`src/rtl/seg7_mux_driver.sv`:
```
// seg7_mux_driver: time-multiplexed driver for a NUM_DIGITS seven-segment
// display. A load strobe captures a packed hex word into a shadow register;
// a prescaler advances the scanned digit every REFRESH_DIV enabled cycles and
// all pin-level outputs are registered.
// Optional build macro: LEADING_ZERO_BLANK_EN blanks the segments of
// non-zero-index digits whose value and all higher digits are zero.
module seg7_mux_driver #(
  parameter int NUM_DIGITS     = 4,
  parameter int REFRESH_DIV    = 100000,
  parameter int SEG_ACTIVE_LOW = 1,
  parameter int AN_ACTIVE_LOW  = 1,
  localparam int IDX_W = (NUM_DIGITS > 1) ? $clog2(NUM_DIGITS) : 1,
  localparam int PS_W  = $clog2(REFRESH_DIV)
) (
  input  logic                    clk,
  input  logic                    rst,
  input  logic                    enable,
  input  logic                    load,
  input  logic [4*NUM_DIGITS-1:0] data_in,
  input  logic [NUM_DIGITS-1:0]   dp_in,
  output logic [6:0]              seg,
  output logic                    dp,
  output logic [NUM_DIGITS-1:0]   an,
  output logic [IDX_W-1:0]        digit_idx
);

  // Pin levels that leave the display dark.
  localparam logic [6:0]            SEG_OFF = (SEG_ACTIVE_LOW != 0) ? 7'h7F : 7'h00;
  localparam logic                  DP_OFF  = (SEG_ACTIVE_LOW != 0) ? 1'b1 : 1'b0;
  localparam logic [NUM_DIGITS-1:0] AN_OFF  = {NUM_DIGITS{AN_ACTIVE_LOW != 0}};

  // Hex nibble to active-high segment pattern, bit order g..a.
  function automatic logic [6:0] hex_decode(input logic [3:0] nib);
    logic [6:0] pat;
    case (nib)
      4'h0:    pat = 7'h3F;
      4'h1:    pat = 7'h06;
      4'h2:    pat = 7'h5B;
      4'h3:    pat = 7'h4F;
      4'h4:    pat = 7'h66;
      4'h5:    pat = 7'h6D;
      4'h6:    pat = 7'h7D;
      4'h7:    pat = 7'h07;
      4'h8:    pat = 7'h7F;
      4'h9:    pat = 7'h6F;
      4'hA:    pat = 7'h77;
      4'hB:    pat = 7'h7C;
      4'hC:    pat = 7'h39;
      4'hD:    pat = 7'h5E;
      4'hE:    pat = 7'h79;
      4'hF:    pat = 7'h71;
      default: pat = 7'h00;
    endcase
    return pat;
  endfunction

  logic [PS_W-1:0]           r_ps;
  logic [IDX_W-1:0]          r_idx;
  logic [4*NUM_DIGITS-1:0]   r_shadow;
  logic [NUM_DIGITS-1:0]     r_dp;

  logic                      w_tick;
  logic [IDX_W-1:0]          w_idx_next;
  logic [NUM_DIGITS-1:0]     w_an_on;
  logic [3:0]                w_nib;
  logic                      w_dp_on;
  logic                      w_blank;
  logic [6:0]                w_seg_on;
  logic [6:0]                w_seg_nxt;
  logic                      w_dp_nxt;
  logic [NUM_DIGITS-1:0]     w_an_nxt;

  // Prescaler terminal count and digit index successor.
  always_comb begin
    w_tick     = (r_ps == PS_W'(REFRESH_DIV - 1));
    w_idx_next = '0;
    if (r_idx == IDX_W'(NUM_DIGITS - 1)) begin
      w_idx_next = '0;
    end else begin
      w_idx_next = r_idx + IDX_W'(1);
    end
  end

  // Prescaler and scan index advance only while enabled; both hold otherwise.
  always_ff @(posedge clk) begin
    if (rst) begin
      r_ps  <= '0;
      r_idx <= '0;
    end else if (enable) begin
      if (w_tick) begin
        r_ps  <= '0;
        r_idx <= w_idx_next;
      end else begin
        r_ps  <= r_ps + PS_W'(1);
      end
    end else begin
      r_ps  <= r_ps;
      r_idx <= r_idx;
    end
  end

  // Shadow copy of the displayed word, captured on the load strobe.
  always_ff @(posedge clk) begin
    if (rst) begin
      r_shadow <= '0;
      r_dp     <= '0;
    end else if (load) begin
      r_shadow <= data_in;
      r_dp     <= dp_in;
    end else begin
      r_shadow <= r_shadow;
      r_dp     <= r_dp;
    end
  end

  // Select the current digit's nibble and dp with an AND-OR mux on one-hot idx.
  always_comb begin
    w_an_on = '0;
    w_nib   = 4'h0;
    w_dp_on = 1'b0;
    for (int i = 0; i < NUM_DIGITS; i++) begin
      w_an_on[i] = (r_idx == IDX_W'(i));
      w_nib      = w_nib | (r_shadow[4*i +: 4] & {4{w_an_on[i]}});
      w_dp_on    = w_dp_on | (r_dp[i] & w_an_on[i]);
    end
  end

`ifdef LEADING_ZERO_BLANK_EN
  logic [NUM_DIGITS-1:0] w_zero_from;
  logic                  v_all_zero;

  // Digit i is a leading zero when it and every higher digit are zero; digit 0 never blanks.
  always_comb begin
    w_zero_from = '0;
    v_all_zero  = 1'b1;
    for (int i = NUM_DIGITS - 1; i >= 0; i--) begin
      v_all_zero     = v_all_zero & (r_shadow[4*i +: 4] == 4'h0);
      w_zero_from[i] = v_all_zero;
    end
    w_blank = ((w_zero_from & w_an_on & ~NUM_DIGITS'(1)) != '0);
  end
`else
  // Every digit is always decoded.
  always_comb begin
    w_blank = 1'b0;
  end
`endif

  // Decode and apply pin polarity for the next output values.
  always_comb begin
    w_seg_on = hex_decode(w_nib);
    if (w_blank) begin
      w_seg_on = 7'h00;
    end else begin
      w_seg_on = hex_decode(w_nib);
    end
    if (SEG_ACTIVE_LOW != 0) begin
      w_seg_nxt = ~w_seg_on;
      w_dp_nxt  = ~w_dp_on;
    end else begin
      w_seg_nxt = w_seg_on;
      w_dp_nxt  = w_dp_on;
    end
    if (AN_ACTIVE_LOW != 0) begin
      w_an_nxt = ~w_an_on;
    end else begin
      w_an_nxt = w_an_on;
    end
  end

  // Registered pin outputs: dark in reset or while disabled.
  always_ff @(posedge clk) begin
    if (rst) begin
      seg       <= SEG_OFF;
      dp        <= DP_OFF;
      an        <= AN_OFF;
      digit_idx <= '0;
    end else if (enable) begin
      seg       <= w_seg_nxt;
      dp        <= w_dp_nxt;
      an        <= w_an_nxt;
      digit_idx <= r_idx;
    end else begin
      seg       <= SEG_OFF;
      dp        <= DP_OFF;
      an        <= AN_OFF;
      digit_idx <= r_idx;
    end
  end

endmodule

```
`config.mk`:
```
export PLATFORM = sky130hd
export DESIGN_NAME = seg7_mux_driver
export DESIGN_NICKNAME = d
export VERILOG_FILES = /design/src/rtl/seg7_mux_driver.sv
export SDC_FILE = /design/constraint.sdc
export NUM_CORES = 1
export LEC_CHECK = 0
export ABC_AREA = 1
export CAP_MARGIN = 40
export CORE_MARGIN = 1.5
export CORE_UTILIZATION = 30
export CTS_BUF_LIST = sky130_fd_sc_hd__clkbuf_8
export CTS_CLUSTER_DIAMETER = 150
export DETAILED_ROUTE_END_ITERATION = 12
export MAX_ROUTING_LAYER = met4
export PLACE_DENSITY = 0.57
export SYNTH_ARGS = -nofsm -noshare
export SYNTH_HDL_FRONTEND = slang
export SYNTH_SLANG_ARGS = --single-unit
export TNS_END_PERCENT = 5
```
`constraint.sdc`:
```
create_clock -name clk -period 3.7 [get_ports clk]
set_clock_uncertainty 0.1 [all_clocks]
set_input_delay 0.555 -clock clk [delete_from_list [all_inputs] [get_ports clk]]
set_output_delay 0.555 -clock clk [all_outputs]
set_load 0.05 [all_outputs]
```
==> summary.md <==
| Metric | Value |
|---|---|
| R2R Path Start | `r_idx[0]$_SDFFE_PP0P_` |
| Crit path DAT | `2390 ps` |
| Syn Inst Count | `356` |
| P per Cell Area | `348 nW/µm²` |
| Drt pass-1 iters | `4` |
| Slew HR | `50.2%` |
| WL/cell | `11.6 µm` |
| Final period demand of the worst path | `2330 ps` |
| # rows | `33` |
| Die ar. | `8920 µm²` |
| Crit. End Element | `flop` |
| Min-delay src | `r_dp[0]$_SDFFE_PP0P_` |
| Final core occ | `37.5%` |
| Sequential Power Share | `56.8%` |
| Nets | `427` |
| Layout cells sized above 1 | `8.16%` |
| CTS clock-pin slew for the worst setup and hold paths | `100 ps` |
| Max Fclk | `0.428 GHz` |
| I/O pins | `38` |
| Post-cts hold buffer count | `0` |
| Reg2reg setup slack | `1370 ps` |
| Startpoint Class | `flop` |
| Largest net degree at the start of global routing | `25` |
| #FFs+latches synth | `53` |
| CTS buffer count | `5` |
| TNS Setup | `0 ps` |
| Yosys warnings | `0` |
| Post-CTS Setup Inserts | `0` |
| Sink Count | `53` |
| Slew Limit Fails | `0` |
| Hold Vio Cnt, Final | `0` |
| Switching pwr | `0.284 mW` |
| Total power | `1.06 mW` |
| Critical Path Fanout Max | `6` |
| Seq/Total Area, Yosys | `42.3%` |
| ANT cells | `0` |
| Clk Tree Root Cell | `clkbuf_8` |
| Peak supply drop | `0.143 mV` |
| Max Cap Viol | `0` |
| CTS max path bufs | `2` |
| Post-DRT Antenna Nets | `0` |
| Die H | `94.4 µm` |
| CP most frequent cell | `nand2_1` |
| Yosys cell types | `30` |
| Share of the synthesized area in the top cell type | `42.3%` |
| Switching Fraction | `26.7%` |
| Crit-path cells | `inv_1 -> ha_1 -> nand2_1 -> nand2_1 -> nor2_1 -> inv_1 -> ha_1 -> nand2_1 -> o21ai_0 -> nand2_1 -> nand3_1` |
| RSZ-0062 raised after global routing | `false` |
| 1st-iter DRT viols | `102` |
| Die width | `94.4 µm` |
| Initial antenna violation count | `0` |
| Post-DP HPWL | `4260 µm` |
| Post-CTS resize count | `0` |
| Leak | `1.27 nW` |
| Clock power frac | `30.2%` |
| GPL Wtd Cong | `0.876` |
| Vias in the first global route | `2092` |
| DR vias | `2251` |
| Worst-Skew Late Latency | `310 ps` |
| H-tree depth | `2` |
| CTS tree | `yes` |
| Largest stage delay on the critical path | `380 ps` |
| Top cells by area, synth | `dfxtp_1 (42%), nand2_1 (13%), nor2_1 (11%)` |
| Global-route wire length before repair | `9720 µm` |
| Core area | `8180 µm²` |
| Mapped cell area | `2510 µm²` |
| Vias per cell | `4.53` |
| Worst endpoint required time | `3760 ps` |
| Yosys top cell by area | `dfxtp_1` |
| Status | `finished clean` |
| Worst Setup SP | `r_idx[0]$_SDFFE_PP0P_` |
| Tot GR Track Use | `14.3%` |
| Mapped Avg Cell Area | `7.05 µm²` |
| Critical path class | `flop to flop` |
| Gr ovfl total | `0` |
| Initial Utilization | `30.7%` |
| Combinational share of power | `13.0%` |
| Syn Nets | `391` |
| Synthesis-to-finish area growth | `22.1%` |
| PortBufs | `37` |
| Remaining DRCs | `0` |
| Final Setup Violations | `0` |
| Worst path slowest cell | `dfxtp_1` |
| Drt total wl | `5780 µm` |
| Power Internal | `0.780 mW` |
| Slew @ Worst Pin | `745 ps` |
| Final period util | `63.1%` |
| Hold WC Path Type | `flop to flop` |
==> power groups by stage <==
stage                     clock network [mW]  registers [mW]  logic (mW)
after detailed placement                   0           0.618       0.139
after CTS                              0.335           0.605       0.140
after floorplan                            0           0.637      0.0651
after global routing                   0.356           0.607       0.154
final                                  0.322           0.605       0.138
after global placement                     0           0.618       0.139
==> placed cells by master, fill, tap and decap left out, types with 3 or more instances in the layout <==
cell type	n
a21oi_1	7
clkbuf_8	5
nand2_1	90
o21bai_1	3
inv_1	26
nand3_1	17
nand4_1	4
nor2_4	4
o21ai_0	26
o21ai_1	4
nor2_1	74
clkdlybuf4s50_1	37
nand2_2	3
inv_2	9
ha_1	11
dfxtp_1	53
==> flip-flops by register name, indices dropped and copies added (netlist names) <==
| signal | cells |
|---|---|
| seg | 7 |
| r_ps | 17 |
| an | 4 |
| digit_idx | 2 |
| r_idx | 2 |
| dp | 1 |
| r_shadow | 16 |
| r_dp | 4 |
==> final cells by class <==
type	count	area [µm²]
clock buffers	5	68.8
clock inverters	2	16.3
fillers	875	5110
inverters	35	131
multi-input cells	259	1280
flip-flops and latches	53	1060
well taps	105	131
repair buffers	38	378
==> cells in the mapped netlist <==
| cell type | count |
|---|---|
| nor2_4 | 4 |
| buf_1 | 1 |
| nor2_1 | 74 |
| xnor2_1 | 1 |
| a31oi_1 | 1 |
| clkbuf_1 | 5 |
| nor2_2 | 2 |
| nand2_1 | 90 |
| a22o_1 | 1 |
| o21ai_1 | 4 |
| ha_1 | 11 |
| nor3_2 | 1 |
| a21oi_1 | 7 |
| nand4_2 | 1 |
| inv_1 | 26 |
| o21ai_0 | 26 |
| dfxtp_1 | 53 |
| o211ai_1 | 2 |
| nand2_2 | 3 |
| xor2_1 | 1 |
| buf_2 | 2 |
| nand4_1 | 4 |
| o21bai_1 | 3 |
| nand2_4 | 1 |
| inv_2 | 9 |
| nand3_2 | 2 |
| buf_4 | 1 |
| nor3_1 | 2 |
| nand3_1 | 17 |
| nand3_4 | 1 |
==> worst max-delay path, delay by kind of cell, from the launching register on <==
kind                       cells  cell delay, ps
DFF                            1             380
and+or+nand+nor                6             780
adders and majority gates      2             560
buffers and inverters          2             260
AOI/OAI and AO/OA              1              90
==> cell families after synthesis <==
logic type | count (synthesis) | synth area share (%)
compound gates | 44 | 9.48
xor+xnor | 2 | 0.698
fa+ha+maj | 11 | 5.49
buf+inv | 44 | 6.83
flops | 53 | 42.3
simple gates | 202 | 35.2
==> final timing paths <==
| path | endpoint | depth (start not counted) |
|---|---|---|
| setup / recovery | seg[3]$_SDFF_PP1_ | 11 |
| setup reg to reg | seg[3]$_SDFF_PP1_ | 11 |
| hold reg to reg | r_dp[0]$_SDFFE_PP0P_ | 2 |
| hold / removal | r_dp[0]$_SDFFE_PP0P_ | 2 |
==> metrics by stage <==
step / instances / hold WS [ps] / instance area [µm²] / worst slack, ps
2_1_floorplan: 356 / 328 / 2510 / 1790
3_3_place_gp: 490 / 342 / 2980 / 1020
3_5_place_dp: 490 / 347 / 2980 / 1010
4_1_cts: 497 / 362 / 3060 / 1350
5_1_grt: 497 / 387 / 3060 / 1140
6_report: 497 / 365 / 3060 / 1370
==> metal layers <==
metal  vias up  share of wire (%)  GRT usage (%)
met5         -                  0              -
met4         0                1.3           5.22
met3         6                2.3           2.74
met2        34                 45           21.7
met1      1018                 52           18.8
li1       1193                  -              -
No activity file was read; power rests on OpenSTA's default activity.
